--- config.mk ---
export PLATFORM = sky130hd
export DESIGN_NAME = join_hit_reduce_flat
export DESIGN_NICKNAME = d
export VERILOG_FILES = /design/src/rtl/aggTypes.sv /design/src/rtl/AXI4SR.sv /design/src/rtl/metaIntf.sv /design/src/rtl/join_bitmap_packer.sv /design/src/rtl/join_hit_reduce.sv /design/src/flat_wrapper.sv
export SDC_FILE = /design/constraint.sdc
export NUM_CORES = 1
export LEC_CHECK = 0
export ABC_AREA = 0
export BUFFER_PORTS_ARGS = -buffer_cell sky130_fd_sc_hd__buf_2
export CORE_MARGIN = 2
export CORE_UTILIZATION = 40
export CTS_BUF_LIST = sky130_fd_sc_hd__clkbuf_8 sky130_fd_sc_hd__clkbuf_16
export DETAILED_ROUTE_END_ITERATION = 16
export HOLD_SLACK_MARGIN = 0.05
export PLACE_DENSITY = 0.55
export SLEW_MARGIN = 25
export SYNTH_ARGS = -nofsm -noshare
export SYNTH_HDL_FRONTEND = slang
export SYNTH_SLANG_ARGS = --single-unit
--- constraint.sdc ---
create_clock -name aclk -period 4.2 [get_ports aclk]
set_input_delay 0.21 -clock aclk [delete_from_list [all_inputs] [get_ports aclk]]
set_output_delay 0.21 -clock aclk [all_outputs]
set_load 0.01 [all_outputs]
--- src/rtl/aggTypes.sv ---
// Shared types for the join hit-reduction path: bitmap geometry, FSM states
// and the per-probe hit metadata carried on the s_meta stream.
package aggTypes;

  localparam int BMAP_W = 64;

  typedef enum logic [1:0] {
    IDLE  = 2'd0,
    RUN   = 2'd1,
    DRAIN = 2'd2
  } join_state_t;

  typedef struct packed {
    logic hit;
  } hit_meta_t;

endpackage

--- src/rtl/AXI4SR.sv ---
// AXI4-Stream subset used for bitmap words: tdata, tkeep, tlast, handshake.
interface AXI4SR #(
  parameter int DATA_W = 64
);

  logic                  tvalid;
  logic                  tready;
  logic [DATA_W-1:0]     tdata;
  logic [DATA_W/8-1:0]   tkeep;
  logic                  tlast;

  modport m (output tvalid, output tdata, output tkeep, output tlast, input tready);
  modport s (input tvalid, input tdata, input tkeep, input tlast, output tready);

endinterface

--- src/rtl/metaIntf.sv ---
// Valid/ready stream carrying one hit bit per probe from the join stage.
interface metaIntf;

  logic               valid;
  logic               ready;
  aggTypes::hit_meta_t data;

  modport s (input valid, input data, output ready);
  modport m (output valid, output data, input ready);

endinterface

--- src/rtl/join_bitmap_packer.sv ---
// Packs per-query match bits LSB-first into bitmap words and holds each
// completed word in the m_axis output register until it handshakes.
module join_bitmap_packer #(
  parameter int WORD_W = 64
) (
  input  logic aclk,
  input  logic aresetn,
  input  logic clear,
  input  logic bit_valid,
  input  logic bit_val,
  input  logic last_query,
  output logic word_pend,
  AXI4SR.m     m_axis
);

  localparam int KW = WORD_W / 8;
  localparam int IW = $clog2(WORD_W);
  localparam int NW = IW + 1;

  logic [WORD_W-1:0] bitmap_r;
  logic [WORD_W-1:0] bitmap_nxt_s;
  logic [IW-1:0]     bit_idx_r;
  logic              pend_r;
  logic              tvalid_r;
  logic              tlast_r;
  logic [WORD_W-1:0] tdata_r;
  logic [KW-1:0]     tkeep_r;
  logic              word_done_s;
  logic              hs_s;
  logic [NW-1:0]     nbits_s;
  logic [KW-1:0]     keep_s;

  // Byte i carries data when the word holds more than 8*i valid bits.
  function automatic logic [KW-1:0] keep_from_nbits(input logic [NW-1:0] nbits);
    logic [KW-1:0] keep_v;
    keep_v = {KW{1'b0}};
    for (int i = 0; i < KW; i++) begin
      keep_v[i] = (nbits > NW'(8 * i));
    end
    return keep_v;
  endfunction

  // Next bitmap value, word completion and output handshake decode.
  always_comb begin
    bitmap_nxt_s            = bitmap_r;
    bitmap_nxt_s[bit_idx_r] = bit_val;
    word_done_s             = bit_valid && ((bit_idx_r == IW'(WORD_W - 1)) || last_query);
    nbits_s                 = {1'b0, bit_idx_r} + NW'(1);
    keep_s                  = keep_from_nbits(nbits_s);
    hs_s                    = tvalid_r && m_axis.tready;
  end

  // Bitmap accumulation and the held output word; a handshake and a new bit
  // never coincide because the input is stalled while a word is pending.
  always_ff @(posedge aclk or negedge aresetn) begin
    if (!aresetn) begin
      bitmap_r  <= {WORD_W{1'b0}};
      bit_idx_r <= {IW{1'b0}};
      pend_r    <= 1'b0;
      tvalid_r  <= 1'b0;
      tlast_r   <= 1'b0;
      tdata_r   <= {WORD_W{1'b0}};
      tkeep_r   <= {KW{1'b0}};
    end else if (clear || hs_s) begin
      bitmap_r  <= {WORD_W{1'b0}};
      bit_idx_r <= {IW{1'b0}};
      pend_r    <= 1'b0;
      tvalid_r  <= 1'b0;
      tlast_r   <= 1'b0;
      tdata_r   <= {WORD_W{1'b0}};
      tkeep_r   <= {KW{1'b0}};
    end else if (bit_valid) begin
      bitmap_r  <= bitmap_nxt_s;
      bit_idx_r <= bit_idx_r + IW'(1);
      if (word_done_s) begin
        pend_r   <= 1'b1;
        tvalid_r <= 1'b1;
        tdata_r  <= bitmap_nxt_s;
        tkeep_r  <= keep_s;
        tlast_r  <= last_query;
      end
    end
  end

  assign word_pend     = pend_r;
  assign m_axis.tvalid = tvalid_r;
  assign m_axis.tdata  = tdata_r;
  assign m_axis.tkeep  = tkeep_r;
  assign m_axis.tlast  = tlast_r;

endmodule

--- src/rtl/join_hit_reduce.sv ---
// OR-reduces each group of table_len join hits into one match bit per query
// and streams the packed bitmap. Optional counters under JOIN_HIT_STATS_EN.
module join_hit_reduce #(
  parameter int TLEN_BITS = 16,
  parameter int QCNT_BITS = 32,
  parameter int BMAP_W    = 64
) (
  input  logic                 aclk,
  input  logic                 aresetn,
  input  logic                 cfg_start,
  input  logic [TLEN_BITS-1:0] cfg_table_len,
  input  logic [QCNT_BITS-1:0] cfg_query_cnt,
  output logic                 busy,
`ifdef JOIN_HIT_STATS_EN
  output logic [31:0]          stat_hits,
  output logic [31:0]          stat_matches,
`endif
  metaIntf.s                   s_meta,
  AXI4SR.m                     m_axis
);

  import aggTypes::*;

  join_state_t          state_r;
  join_state_t          state_nxt_s;
  logic [TLEN_BITS-1:0] table_len_r;
  logic [TLEN_BITS-1:0] probe_cnt_r;
  logic [QCNT_BITS-1:0] query_cnt_r;
  logic [QCNT_BITS-1:0] q_done_r;
  logic                 acc_r;
  logic                 busy_r;
  logic                 start_ok_s;
  logic                 ready_s;
  logic                 beat_s;
  logic                 last_probe_s;
  logic                 q_fin_s;
  logic                 last_query_s;
  logic                 match_s;
  logic                 hit_s;
  logic                 word_pend_s;
  logic                 final_hs_s;

  assign hit_s = s_meta.data.hit;

  // Beat acceptance and query/batch completion decode.
  always_comb begin
    start_ok_s   = (state_r == IDLE) && cfg_start &&
                   (cfg_table_len != {TLEN_BITS{1'b0}}) && (cfg_query_cnt != {QCNT_BITS{1'b0}});
    beat_s       = ready_s && s_meta.valid;
    last_probe_s = (probe_cnt_r == table_len_r - TLEN_BITS'(1));
    match_s      = acc_r | hit_s;
    q_fin_s      = beat_s && last_probe_s;
    last_query_s = q_fin_s && ((q_done_r + QCNT_BITS'(1)) == query_cnt_r);
    final_hs_s   = m_axis.tvalid && m_axis.tready && m_axis.tlast;
  end

  // FSM state register; busy follows the next state so it drops with the final handshake.
  always_ff @(posedge aclk or negedge aresetn) begin
    if (!aresetn) begin
      state_r <= IDLE;
      busy_r  <= 1'b0;
    end else begin
      state_r <= state_nxt_s;
      busy_r  <= (state_nxt_s != IDLE);
    end
  end

  // FSM next-state logic.
  always_comb begin
    state_nxt_s = state_r;
    case (state_r)
      IDLE:    if (start_ok_s)   state_nxt_s = RUN;   else state_nxt_s = IDLE;
      RUN:     if (last_query_s) state_nxt_s = DRAIN; else state_nxt_s = RUN;
      DRAIN:   if (final_hs_s)   state_nxt_s = IDLE;  else state_nxt_s = DRAIN;
      default: state_nxt_s = IDLE;
    endcase
  end

  // FSM outputs: input accepted only while running with no word waiting.
  always_comb begin
    ready_s = 1'b0;
    case (state_r)
      RUN:     ready_s = !word_pend_s;
      default: ready_s = 1'b0;
    endcase
  end

  assign busy         = busy_r;
  assign s_meta.ready = ready_s;

  // Config latch plus per-query probe counter and OR accumulator.
  always_ff @(posedge aclk or negedge aresetn) begin
    if (!aresetn) begin
      table_len_r <= {TLEN_BITS{1'b0}};
      query_cnt_r <= {QCNT_BITS{1'b0}};
      probe_cnt_r <= {TLEN_BITS{1'b0}};
      q_done_r    <= {QCNT_BITS{1'b0}};
      acc_r       <= 1'b0;
    end else if (start_ok_s) begin
      table_len_r <= cfg_table_len;
      query_cnt_r <= cfg_query_cnt;
      probe_cnt_r <= {TLEN_BITS{1'b0}};
      q_done_r    <= {QCNT_BITS{1'b0}};
      acc_r       <= 1'b0;
    end else if (beat_s) begin
      if (last_probe_s) begin
        probe_cnt_r <= {TLEN_BITS{1'b0}};
        q_done_r    <= q_done_r + QCNT_BITS'(1);
        acc_r       <= 1'b0;
      end else begin
        probe_cnt_r <= probe_cnt_r + TLEN_BITS'(1);
        acc_r       <= match_s;
      end
    end
  end

  join_bitmap_packer #(
    .WORD_W (BMAP_W)
  ) u_packer (
    .aclk       (aclk),
    .aresetn    (aresetn),
    .clear      (start_ok_s),
    .bit_valid  (q_fin_s),
    .bit_val    (match_s),
    .last_query (last_query_s),
    .word_pend  (word_pend_s),
    .m_axis     (m_axis)
  );

`ifdef JOIN_HIT_STATS_EN
  logic [31:0] stat_hits_r;
  logic [31:0] stat_matches_r;

  // Saturating batch statistics, cleared by an accepted start.
  always_ff @(posedge aclk or negedge aresetn) begin
    if (!aresetn) begin
      stat_hits_r    <= 32'd0;
      stat_matches_r <= 32'd0;
    end else if (start_ok_s) begin
      stat_hits_r    <= 32'd0;
      stat_matches_r <= 32'd0;
    end else begin
      if (beat_s && hit_s && (stat_hits_r != 32'hFFFF_FFFF)) begin
        stat_hits_r <= stat_hits_r + 32'd1;
      end
      if (q_fin_s && match_s && (stat_matches_r != 32'hFFFF_FFFF)) begin
        stat_matches_r <= stat_matches_r + 32'd1;
      end
    end
  end

  assign stat_hits    = stat_hits_r;
  assign stat_matches = stat_matches_r;
`endif

endmodule

--- src/flat_wrapper.sv ---
// flat-port wrapper written by rule: the top's interface ports become plain ports
module join_hit_reduce_flat import aggTypes::*;
#(
  parameter int TLEN_BITS = 16,
  parameter int QCNT_BITS = 32,
  parameter int BMAP_W    = 64
)
  (aclk, aresetn, cfg_start, cfg_table_len, cfg_query_cnt, busy, s_meta_valid, s_meta_data, s_meta_ready, m_axis_tvalid, m_axis_tdata, m_axis_tkeep, m_axis_tlast, m_axis_tready);
  metaIntf s_meta_i ();
  AXI4SR #(.DATA_W(64)) m_axis_i ();
  input  logic aclk;
  input  logic aresetn;
  input  logic cfg_start;
  input  logic [TLEN_BITS-1:0] cfg_table_len;
  input  logic [QCNT_BITS-1:0] cfg_query_cnt;
  output logic busy;
  input wire logic [$bits(s_meta_i.valid)-1:0] s_meta_valid;
  input wire logic [$bits(s_meta_i.data)-1:0] s_meta_data;
  output wire logic [$bits(s_meta_i.ready)-1:0] s_meta_ready;
  output wire logic [$bits(m_axis_i.tvalid)-1:0] m_axis_tvalid;
  output wire logic [$bits(m_axis_i.tdata)-1:0] m_axis_tdata;
  output wire logic [$bits(m_axis_i.tkeep)-1:0] m_axis_tkeep;
  output wire logic [$bits(m_axis_i.tlast)-1:0] m_axis_tlast;
  input wire logic [$bits(m_axis_i.tready)-1:0] m_axis_tready;
  assign s_meta_i.valid = s_meta_valid;
  assign s_meta_i.data = s_meta_data;
  assign s_meta_ready = s_meta_i.ready;
  assign m_axis_tvalid = m_axis_i.tvalid;
  assign m_axis_tdata = m_axis_i.tdata;
  assign m_axis_tkeep = m_axis_i.tkeep;
  assign m_axis_tlast = m_axis_i.tlast;
  assign m_axis_i.tready = m_axis_tready;
  join_hit_reduce #(.TLEN_BITS(TLEN_BITS), .QCNT_BITS(QCNT_BITS), .BMAP_W(BMAP_W)) u_core (.aclk(aclk), .aresetn(aresetn), .cfg_start(cfg_start), .cfg_table_len(cfg_table_len), .cfg_query_cnt(cfg_query_cnt), .busy(busy), .s_meta(s_meta_i), .m_axis(m_axis_i));
endmodule
==> results of run 1 <==
==> where the power goes <==
part           internal [mW]  switching [mW]
sequential              2.54           0.248
clock                   1.48            1.02
combinational          0.501           0.578
==> stage by stage <==
stage | hold slack [ns] | cell area [sq um] | total power, mW | instances
global route | 0.08451 | 16780 | 6.671 | 2202
finish | 0.09644 | 16780 | 6.368 | 2202
global placement | 0.3437 | 15320 | 3.848 | 2099
detailed placement | 0.3476 | 15320 | 3.860 | 2099
CTS | 0.08222 | 16770 | 6.422 | 2202
floorplan | -0.08559 | 14220 | 3.491 | 1611
==> sequential cells by signal, indices dropped and copies added (netlist names) <==
name,count
u_core.acc_r,1
u_core.busy,1
u_core.probe_cnt_r,16
u_core.q_done_r,32
u_core.query_cnt_r,32
u_core.state_r,2
u_core.table_len_r,16
u_core.u_packer.bit_idx_r,6
u_core.u_packer.bitmap_r,64
u_core.u_packer.m_axis.tdata,64
u_core.u_packer.m_axis.tkeep,8
u_core.u_packer.m_axis.tlast,1
u_core.u_packer.m_axis.tvalid,1
==> synth_stat cells (3+ instances only) <==
| master | number |
|---|---|
| nand3_1 | 40 |
| and3_1 | 17 |
| a21oi_1 | 114 |
| nor2_1 | 106 |
| and4_1 | 7 |
| a31oi_1 | 70 |
| a211oi_1 | 4 |
| o311ai_0 | 3 |
| xnor2_1 | 42 |
| inv_1 | 14 |
| o21ai_0 | 72 |
| ha_1 | 5 |
| nor2b_1 | 16 |
| or2_2 | 5 |
| o21a_1 | 3 |
| buf_1 | 7 |
| nor3_1 | 117 |
| clkbuf_1 | 123 |
| mux2i_1 | 109 |
| buf_2 | 7 |
| nand2_1 | 209 |
| mux2_2 | 51 |
| and3b_1 | 3 |
| a311o_1 | 3 |
| and2_1 | 8 |
| nor3b_1 | 7 |
| xor2_1 | 29 |
| o31ai_1 | 23 |
| or4_1 | 5 |
| o41ai_1 | 10 |
| nand2b_1 | 14 |
| nand3b_1 | 3 |
| dfrtp_1 | 244 |
| o2111ai_1 | 4 |
| nor4_1 | 30 |
| clkbuf_2 | 4 |
| nand4_1 | 27 |
| or3b_2 | 5 |
| or3_1 | 11 |
==> logic make-up after synthesis <==
| logic type | count (synthesis) | share of synthesized area (%) |
|---|---|---|
| adder cells (fa/ha/maj) | 5 | 0.4401 |
| AND/OR/NAND/NOR | 645 | 22.34 |
| multiplexers | 160 | 11.71 |
| flip-flops | 244 | 42.95 |
| AO/OA/AOI/OAI | 329 | 13.84 |
| XOR/XNOR | 71 | 4.374 |
| buffers and inverters | 157 | 4.348 |
==> worst reg2reg max path, stage by stage, from the launching register on <==
cell	delay, ns
dfrtp_1	0.45
ha_1	0.25
nand3_1	0.28
nor4_1	0.48
buf_4	0.21
mux2_2	0.34
nand2_1	0.09
a31oi_1	0.15
or4b_4	0.57
or4b_1	0.63
nor4_1	0.32
nor3_1	0.07
==> per-layer routing <==
metal,vias up,part of all wire [%]
met5,-,0
met4,0,1.8
met3,53,5.3
met2,369,45
met1,6269,48
li1,6024,-
==> cell type report <==
type | instances | area share [%]
clock buffer | 30 | 4.339
clock inverter | 22 | 1.223
inverter | 14 | 0.3131
multi-input combinational | 1210 | 45.23
sequential | 244 | 36.38
tap | 461 | 3.437
timing repair buffer | 221 | 9.080
==> worst paths after layout <==
path / from / end
worst max-delay path: u_core.q_done_r[0] / u_core.u_packer.m_axis.tkeep[3]
worst min register to register: u_core.u_packer.m_axis.tdata[9] / u_core.u_packer.m_axis.tdata[9]
worst max register to register: u_core.q_done_r[0] / u_core.u_packer.m_axis.tkeep[3]
max in group asynchronous: aresetn / u_core.u_packer.m_axis.tdata[29]
min in group asynchronous: aresetn / u_core.q_done_r[15]
worst min-delay path: cfg_start / u_core.table_len_r[14]
==> repair_timing <==
| item | in CTS | in global routing |
|---|---|---|
| gates resized for setup | 0 | 2 |
| hold buffers | 51 | 0 |
| setup endpoints to repair | 0 | 1 |
| hold endpoints to repair | 158 | 0 |
==> reports/qor.txt, run 1 <==
outcome = finished, final reports clean
Syn Std Cell Area = 14,220 sq um
largest net degree at the start of global routing = 112
starting density of the core = 40.26%
Period Utilization, post-route = 94.45%
row count = 69
Critical Path Fanout Max = 8
Initial DRC Count = 1,159
Startpoint Class = register
synth top area cells = dfrtp_1 43%, mux2i_1 7.7%, nand2_1 5.5%
final hold viol count = 0
FF+latch count, synth = 244
TritonCTS clock tree = yes
postcts setup bufs = 0
dpl ws = 0.3205 ns
Worst EP required = 4.64 ns
commonest non-fill, non-tap cell in the layout = dfrtp_1
WP depth = 11
MaxCap Viol Count = 0
Syn-to-layout area delta = 18.06%
fin. max-slew vios = 0
# fillers = 3,370
NumNets Final = 1,778
Pre-antenna DRT Iters = 5
post-synth cell types = 71
layout cell share with drive strength beyond 1 = 16.71%
number of synthesized flops with an enable pin = 0
Clock Root Buffer = clkbuf_16
worst setup margin = 0.2331 ns
CP peak stage delay = 0.63 ns
Post-Syn Instances = 1,611
total core area = 35,310 sq um
vias in the first global route = 12,127
post-layout util = 47.53%
dpl hpwl = 29,080 microns
register area = 6106 sq um
via count = 12,715
Ports = 130
# clock sinks = 244
final setup vio count = 0
grt met3 use = 3.037%
CP most frequent cell = nor4_1
Achievable Freq = 252.1 MHz
Tot GR Track Use = 23.63%
power per cell area = 379.4 nW/um^2
GR peak layer = met2
leakage power = 7.455 nW
VDD IR-drop max = 0.3447 mV
Worst setup EP type = register
# diodes = 0
Reg clk slew, reported paths = 0.06 ns
initial antenna violation count = 0
post-route setup TNS = 0 ns
cell taking the most area after synthesis = dfrtp_1
CTS Buf Count = 28
syn nets = 1,670
hold depth = 3
Yosys warnings = 0
Critical-path top delay cell = or4b_1
min-delay worst type = input port to register
DRT Wirelength = 43,650 microns
Slew @ Worst Pin = 0.9959 ns
Die Span X = 192.5 microns
Setup Skew = 0.01399 ns
clk buf depth = 3
Avg Cell Area, Syn = 8.824 sq um
GR Util met1 = 34.60%
H-tree levels = 1
Worst Reg-to-Reg Cells = 11
grt ovf = 0
Die Area = 37,060 sq um
RSZ-0062 raised after global routing = false
Synth Flop Type = dfrtp_1
DR DRC count = 0
reg2reg setup slack = 0.23 ns
Worst EP arrival = 4.41 ns
first-pass GRT wire length = 69,010 microns
slew margin rel. = 33.54%
Buf+Inv Stages, Crit Path = 1
top cell type's share of synthesized area = 42.95%
met2 Resource Use GR = 37.19%
CP top delay family = simple AND/OR/NAND/NOR gates
DR vias/cell = 5.774
Final min period = 3.967 ns
drt wl/cell = 19.82 microns
Die H = 192.5 microns
area of the multi-input gates = 7591 sq um
crit path kind = register to register
Clk Latency, worst-skew pair = 0.57 ns
GP Congestion = 0.9138
worst-path cell chain = ha_1 > nand3_1 > nor4_1 > buf_4 > mux2_2 > nand2_1 > a31oi_1 > or4b_4 > or4b_1 > nor4_1 > nor3_1
Async SR Flop Fraction = 100.0%
commonest non-fill, non-tap cells in the layout = 244 x dfrtp_1, 208 x nand2_1, 128 x buf_2
Routed Antenna Nets = 0
Port Buffers = 129
sequential-to-total area share from yosys stat = 42.95%
Note: power is estimated with default switching activity, not from simulation.
==> run 2, diff against run 1 <==
--- a/config.mk
+++ b/config.mk
@@ -5,14 +5,14 @@
 export SDC_FILE = /design/constraint.sdc
 export NUM_CORES = 1
 export LEC_CHECK = 0
-export ABC_AREA = 0
+export ABC_AREA = 1
 export BUFFER_PORTS_ARGS = -buffer_cell sky130_fd_sc_hd__buf_2
 export CORE_MARGIN = 2
 export CORE_UTILIZATION = 40
 export CTS_BUF_LIST = sky130_fd_sc_hd__clkbuf_8 sky130_fd_sc_hd__clkbuf_16
 export DETAILED_ROUTE_END_ITERATION = 16
 export HOLD_SLACK_MARGIN = 0.05
-export PLACE_DENSITY = 0.55
+export PLACE_DENSITY = 0.58
 export SLEW_MARGIN = 25
 export SYNTH_ARGS = -nofsm -noshare
 export SYNTH_HDL_FRONTEND = slang
==> constraint.sdc (replaced) <==
create_clock -name aclk -period 3.2 [get_ports aclk]
set_input_delay 0.16 -clock aclk [delete_from_list [all_inputs] [get_ports aclk]]
set_output_delay 0.16 -clock aclk [all_outputs]
set_load 0.01 [all_outputs]
==> run 2 against run 1 <==
  * Wire length down 2.6%
  * Clock-buffer cell count increased by 3
  * Global-route usage about the same
  * Critical endpoint is now u_core.u_packer.m_axis.tdata[26]
  * Sequential share of layout area up 0.13 points
  * Area after synthesis down 2.0%
  * Final cell count increased by 19%
  * Via count is 8.0% higher
  * Highest routed layer unchanged
  * Power grew 65%
  * Setup slack gained 0.058 ns
==> reports/qor.txt, run 2 <==
outcome = finished, final reports clean
# clock sinks = 244
vias in the first global route = 12,946
dpl hpwl = 29,700 microns
commonest non-fill, non-tap cell in the layout = nand2_1
worst-path cell chain = ha_2 > nand2_1 > nor2_4 > nand2_1 > inv_2 > nand3_1 > nand2_1 > nand2_1 > nand2_1 > nand2_1 > nor2_1 > nand3_1 > nor2_1 > nand3_2 > nand2_4 > buf_12 > nand2_1 > nand2_1
MaxCap Viol Count = 0
post-layout util = 48.66%
Ports = 130
total core area = 34,370 sq um
Clock Root Buffer = clkbuf_16
Pre-antenna DRT Iters = 5
Buf+Inv Stages, Crit Path = 2
Clk Latency, worst-skew pair = 0.56 ns
CP most frequent cell = nand2_1
post-route setup TNS = 0 ns
Slew @ Worst Pin = 0.9945 ns
H-tree levels = 1
Final min period = 2.909 ns
final setup vio count = 0
Achievable Freq = 343.7 MHz
synth top area cells = dfrtp_1 44%, nand2_1 18%, nand3_1 8.1%
most frequent cell after synthesis = nand2_1
FF+latch count, synth = 244
fin. max-slew vios = 0
Reg clk slew, reported paths = 0.06 ns
DR vias/cell = 5.260
dpl ws = 0.2111 ns
Die Area = 36,320 sq um
cell taking the most area after synthesis = dfrtp_1
top cell type's share of synthesized area = 43.85%
NumNets Final = 2,197
Setup Skew = 0.01875 ns
# diodes = 0
CTS Buf Count = 29
largest family of logic cells by synthesized area = simple AND/OR/NAND/NOR gates
Startpoint Class = register
Port Buffers = 129
Compound-Gate Fraction of Synth Area = 10.38%
Post-Synth XOR/XNOR Area = 1.698%
Syn Std Cell Area = 13,930 sq um
clk buf depth = 3
Async SR Flop Fraction = 100.0%
DRT Wirelength = 42,510 microns
Synth Flop Type = dfrtp_1
starting density of the core = 40.51%
crit path kind = register to register
Worst EP required = 3.68 ns
Worst EP arrival = 3.39 ns
Critical Path Fanout Max = 38
row count = 68
Syn-to-layout area delta = 20.12%
Simple-Gate Fraction of Synth Area = 35.77%
Critical-path top delay cell = dfrtp_1
worst setup margin = 0.2908 ns
adder-cell share of the synthesized area = 0.4492%
via count = 13,738
mux contribution to synthesized area = 0%
Worst setup EP type = register
leakage power = 8.315 nW
slew margin rel. = 33.46%
Tot GR Track Use = 23.66%
syn nets = 2,032
CP top delay family = simple AND/OR/NAND/NOR gates
initial antenna violation count = 0
worst hold slack = 0.2012 ns
sequential-to-total area share from yosys stat = 43.85%
Routed Antenna Nets = 0
drt wl/cell = 16.28 microns
Initial DRC Count = 1,070
grt ovf = 0
VDD IR-drop max = 0.4487 mV
post-synth cell types = 36
TritonCTS clock tree = yes
Die Span X = 190.6 microns
power per cell area = 627.9 nW/um^2
DR DRC count = 0
Yosys warnings = 0
Synth top cells by count = 678 x nand2_1, 244 x dfrtp_1, 226 x nand3_1
Die H = 190.6 microns
layout cell share with drive strength beyond 1 = 12.01%
largest net degree at the start of global routing = 87
final hold viol count = 0
GP Congestion = 0.9189
first-pass GRT wire length = 69,150 microns
Avg Cell Area, Syn = 7.058 sq um
number of synthesized flops with an enable pin = 0
Period Utilization, post-route = 90.91%
min-delay worst type = input port to register
Post-Syn Instances = 1,973
commonest non-fill, non-tap cells in the layout = 677 x nand2_1, 243 x dfrtp_1, 226 x nand3_1
RSZ-0062 raised after global routing = false
CP peak stage delay = 0.41 ns
==> run 2: changes by cell type after synthesis, sizes merged, moves of 34 or more <==
cell,change
clkbuf,-69
mux2,-51
a21oi,-43
nand2,+472
xnor2,-34
nor2,+80
nor3,-91
nand3,+187
inv,+161
mux2i,-109
==> run 2: routing by layer <==
layer | GRT usage, % | routed length, microns | vias up
met5 | 0 | 0 | -
met3 | 3.404 | 2358 | 65
met1 | 34.58 | 20340 | 6513
met4 | 6.410 | 1050 | 0
li1 | - | - | 6777
met2 | 36.57 | 18760 | 383
==> run 2: repair_timing <==
action                                 in CTS  in global routing
buffers inserted                            0                  3
hold buffers                               50                  0
endpoints found under the hold margin     131                  0
setup endpoints to repair                   0                 68
resized for setup                           0                  5
==> run 2: final timing paths <==
check	from	depth (start not counted)	slack, ns	to
min reg2reg	u_core.u_packer.bitmap_r[16]	2	0.49	u_core.u_packer.bitmap_r[16]
min	s_meta_data	5	0.20	u_core.u_packer.bitmap_r[63]
max	u_core.q_done_r[1]	18	0.29	u_core.u_packer.m_axis.tdata[26]
max reg2reg	u_core.q_done_r[1]	18	0.29	u_core.u_packer.m_axis.tdata[26]
max in group asynchronous	aresetn	3	2.08	u_core.q_done_r[0]
min in group asynchronous	aresetn	2	0.21	u_core.q_done_r[5]
==> run 2: where the power goes <==
part / switching, mW / leakage, nW / internal, mW
Clock: 1.33 / 0.491 / 2.05
Combinational: 1.99 / 4.56 / 1.04
Sequential: 0.558 / 3.27 / 3.53
==> run 2: through the flow <==
step           instance area [sq um]  power (mW)  std cells
2_1_floorplan                  13930       6.120       1973
6_report                       16730       10.50       2612
4_1_cts                        16690       10.55       2609
3_3_place_gp                   15190       7.024       2508
5_1_grt                        16730       11.20       2612
3_5_place_dp                   15220       7.063       2509
==> run 2: area by class of cell <==
type	count	area [sq um]
multi-input combinational	1461	6797
timing repair buffer	226	1624
clock buffer	33	780.7
inverter	176	660.6
tap	455	569.3
sequential	244	6107
fill	3449	17650
clock inverter	17	188.9
==> run 2: cells by family after synthesis <==
kind of cell	Yosys count
DFF	244
adders and majority gates	5
AOI/OAI and AO/OA	251
xor gates and xnor gates	27
and+or+nand+nor	1178
buffers and inverters	268
==> run 2: worst min-delay path, delay by kind of cell <==
family / cells / cell delay (ns)
buf+inv: 2 / 0.17
simple gates: 1 / 0.07
compound gates: 2 / 0.31
==> run 3, diff against run 2 <==
==> constraint.sdc (replaced) <==
create_clock -name aclk -period 2.45 [get_ports aclk]
set_input_delay 0.1225 -clock aclk [delete_from_list [all_inputs] [get_ports aclk]]
set_output_delay 0.1225 -clock aclk [all_outputs]
set_load 0.01 [all_outputs]
==> run 3 against run 2 <==
  * The run now ends with negative setup slack left
  * Sequential share of layout area decreased by 6.2 points
  * Largest cell class unchanged
  * Cell area grew 21%
  * Power increased by 52%
  * Hold slack got worse by 0.068 ns
  * Wire length up 18%
  * Highest routed layer unchanged
  * Critical endpoint is now u_core.u_packer.m_axis.tdata[31]
  * Critical path type unchanged
  * First-iteration DRC count grew 17%
  * Die area stayed put
  * Critical path depth unchanged
  * Final cell count rose by 9.0%
==> reports/qor.txt, run 3 (synthesized netlist as in run 2, its figures left out) <==
CP peak stage delay = 0.44 ns
CP endpoint = u_core.u_packer.m_axis.tdata[31]
layout cell share with drive strength beyond 1 = 29.85%
Buf+Inv Stages, Crit Path = 3
outcome = finished, violations left
Reg clk slew, reported paths = 0.06 ns
Initial DRC Count = 1,251
Die Span X = 190.6 microns
commonest non-fill, non-tap cell in the layout = nand2_1
post-route setup TNS = -18.94 ns
Port Buffers = 129
R2R Path Start = u_core.q_done_r[11]
# clock sinks = 244
worst setup margin = -0.2907 ns
slew margin rel. = 62.29%
RR Endpoint = u_core.u_packer.m_axis.tdata[31]
drt wl/cell = 17.58 microns
DR DRC count = 0
Achievable Freq = 364.9 MHz
reg2reg setup slack = -0.29 ns
Period Utilization, post-route = 111.9%
DRT Wirelength = 50,050 microns
dpl hpwl = 31,080 microns
grt ovf = 0
Final Instance Area = 20,180 sq um
Ports = 130
Startpoint Class = register
via count = 15,103
Worst EP required = 2.96 ns
Pre-antenna DRT Iters = 5
final hold viol count = 0
VDD IR-drop max = 0.5724 mV
Worst Reg-to-Reg Cells = 18
fin cells = 2,847
WP depth = 18
register area = 6112 sq um
# fillers = 3,158
Die Area = 36,320 sq um
total power draw = 15.92 mW
Clk Latency, worst-skew pair = 0.57 ns
post-layout util = 58.71%
commonest non-fill, non-tap cells in the layout = 557 x nand2_1, 239 x dfrtp_1, 217 x buf_4
dpl ws = -0.3277 ns
DR vias/cell = 5.305
fin. max-slew vios = 0
power per cell area = 788.7 nW/um^2
leakage power = 10.15 nW
final setup vio count = 113
# diodes = 0
GP Congestion = 0.9816
crit path from = u_core.q_done_r[11]
area of the multi-input gates = 7739 sq um
clk buf depth = 3
worst hold slack = 0.1336 ns
initial antenna violation count = 0
Routed Antenna Nets = 0
Tot GR Track Use = 26.51%
row count = 68
worst-path cell chain = nand2_2 > nor2_2 > nand2_1 > nor2_4 > nand3_1 > nand3_1 > nand2_1 > inv_1 > nand2_1 > nor2_4 > nand2_2 > nor2_4 > nand3_4 > nand2_4 > buf_12 > clkbuf_16 > nand2_4 > nand2_2
total core area = 34,370 sq um
Setup Skew = 0.01303 ns
Critical-path top delay cell = dfrtp_1
Final min period = 2.741 ns
NumNets Final = 2,429
vias in the first global route = 14,366
largest net degree at the start of global routing = 110
first-pass GRT wire length = 76,490 microns
Syn-to-layout area delta = 44.91%
Critical Path Fanout Max = 8
TritonCTS clock tree = yes
Worst setup EP type = register
Worst EP arrival = 3.25 ns
starting density of the core = 40.51%
min-delay worst type = input port to register
CTS Buf Count = 29
failing checks = negative setup slack
RSZ-0062 raised after global routing = true
CP top delay family = simple AND/OR/NAND/NOR gates
H-tree levels = 1
Placed Cells = 2,692
Die H = 190.6 microns
crit path kind = register to register
Slew @ Worst Pin = 0.5657 ns
placed inst area = 16,670 sq um
MaxCap Viol Count = 0
Clock Root Buffer = clkbuf_16
==> run 3: cell count changes in the layout (fill, tap and decap cells not counted), moves of 21 or more <==
cell	change
nand2_2	+99
o22ai_1	-21
nand3_1	-25
nor2_1	-33
buf_4	+179
nand2_4	+21
nand2_1	-120
==> run 3: repair_timing <==
item | 4_1_cts | 5_1_grt
resized for setup | 130 | 200
buffers inserted | 15 | 13
endpoints found under the setup margin | 173 | 194
pin swaps | 22 | 63
hold endpoints to repair | 259 | 0
gates cloned | 16 | 11
hold buffers | 50 | 0
==> run 3: where the power goes <==
part           internal (mW)  total (mW)  switching [mW]
Sequential              4.61        5.27           0.661
Clock                   2.71        4.56            1.85
Combinational           2.74        6.09            3.35
==> run 3: routing by layer <==
layer  part of all wire [%]  up-vias  track usage [%]
li1                       -     7265                -
met2                     44      576            41.40
met1                     45     7154            37.77
met3                    7.6      108            4.067
met4                    3.3        0            8.318
met5                      0        -                0
==> run 3: area by class of cell <==
| cell class | count | area share [%] |
|---|---|---|
| repair buffers | 458 | 20.24 |
| flip-flops and latches | 244 | 30.29 |
| inverters | 176 | 3.336 |
| well taps | 455 | 2.821 |
| clock buffers | 33 | 3.869 |
| clock inverters | 20 | 1.091 |
| multi-input cells | 1461 | 38.35 |
==> run 3: worst min path at each step <==
| stage | endpoint | cells past startpoint | startpoint |
|---|---|---|---|
| 2_1_floorplan | u_core.acc_r | 0 | aresetn |
| 5_1_grt | u_core.u_packer.m_axis.tdata[6] | 2 | aresetn |
| 4_1_cts | u_core.u_packer.bitmap_r[63] | 5 | s_meta_data |
| 3_5_place_dp | u_core.u_packer.m_axis.tdata[6] | 1 | aresetn |
| 3_3_place_gp | u_core.u_packer.m_axis.tdata[6] | 1 | aresetn |
| 6_report | u_core.u_packer.bitmap_r[63] | 5 | s_meta_data |
==> run 3: tightest hold or removal path: stages <==
cell,delay [ns]
buf_2,0.12
nor2_1,0.08
o21ai_0,0.16
inv_1,0.05
o21ai_0,0.13
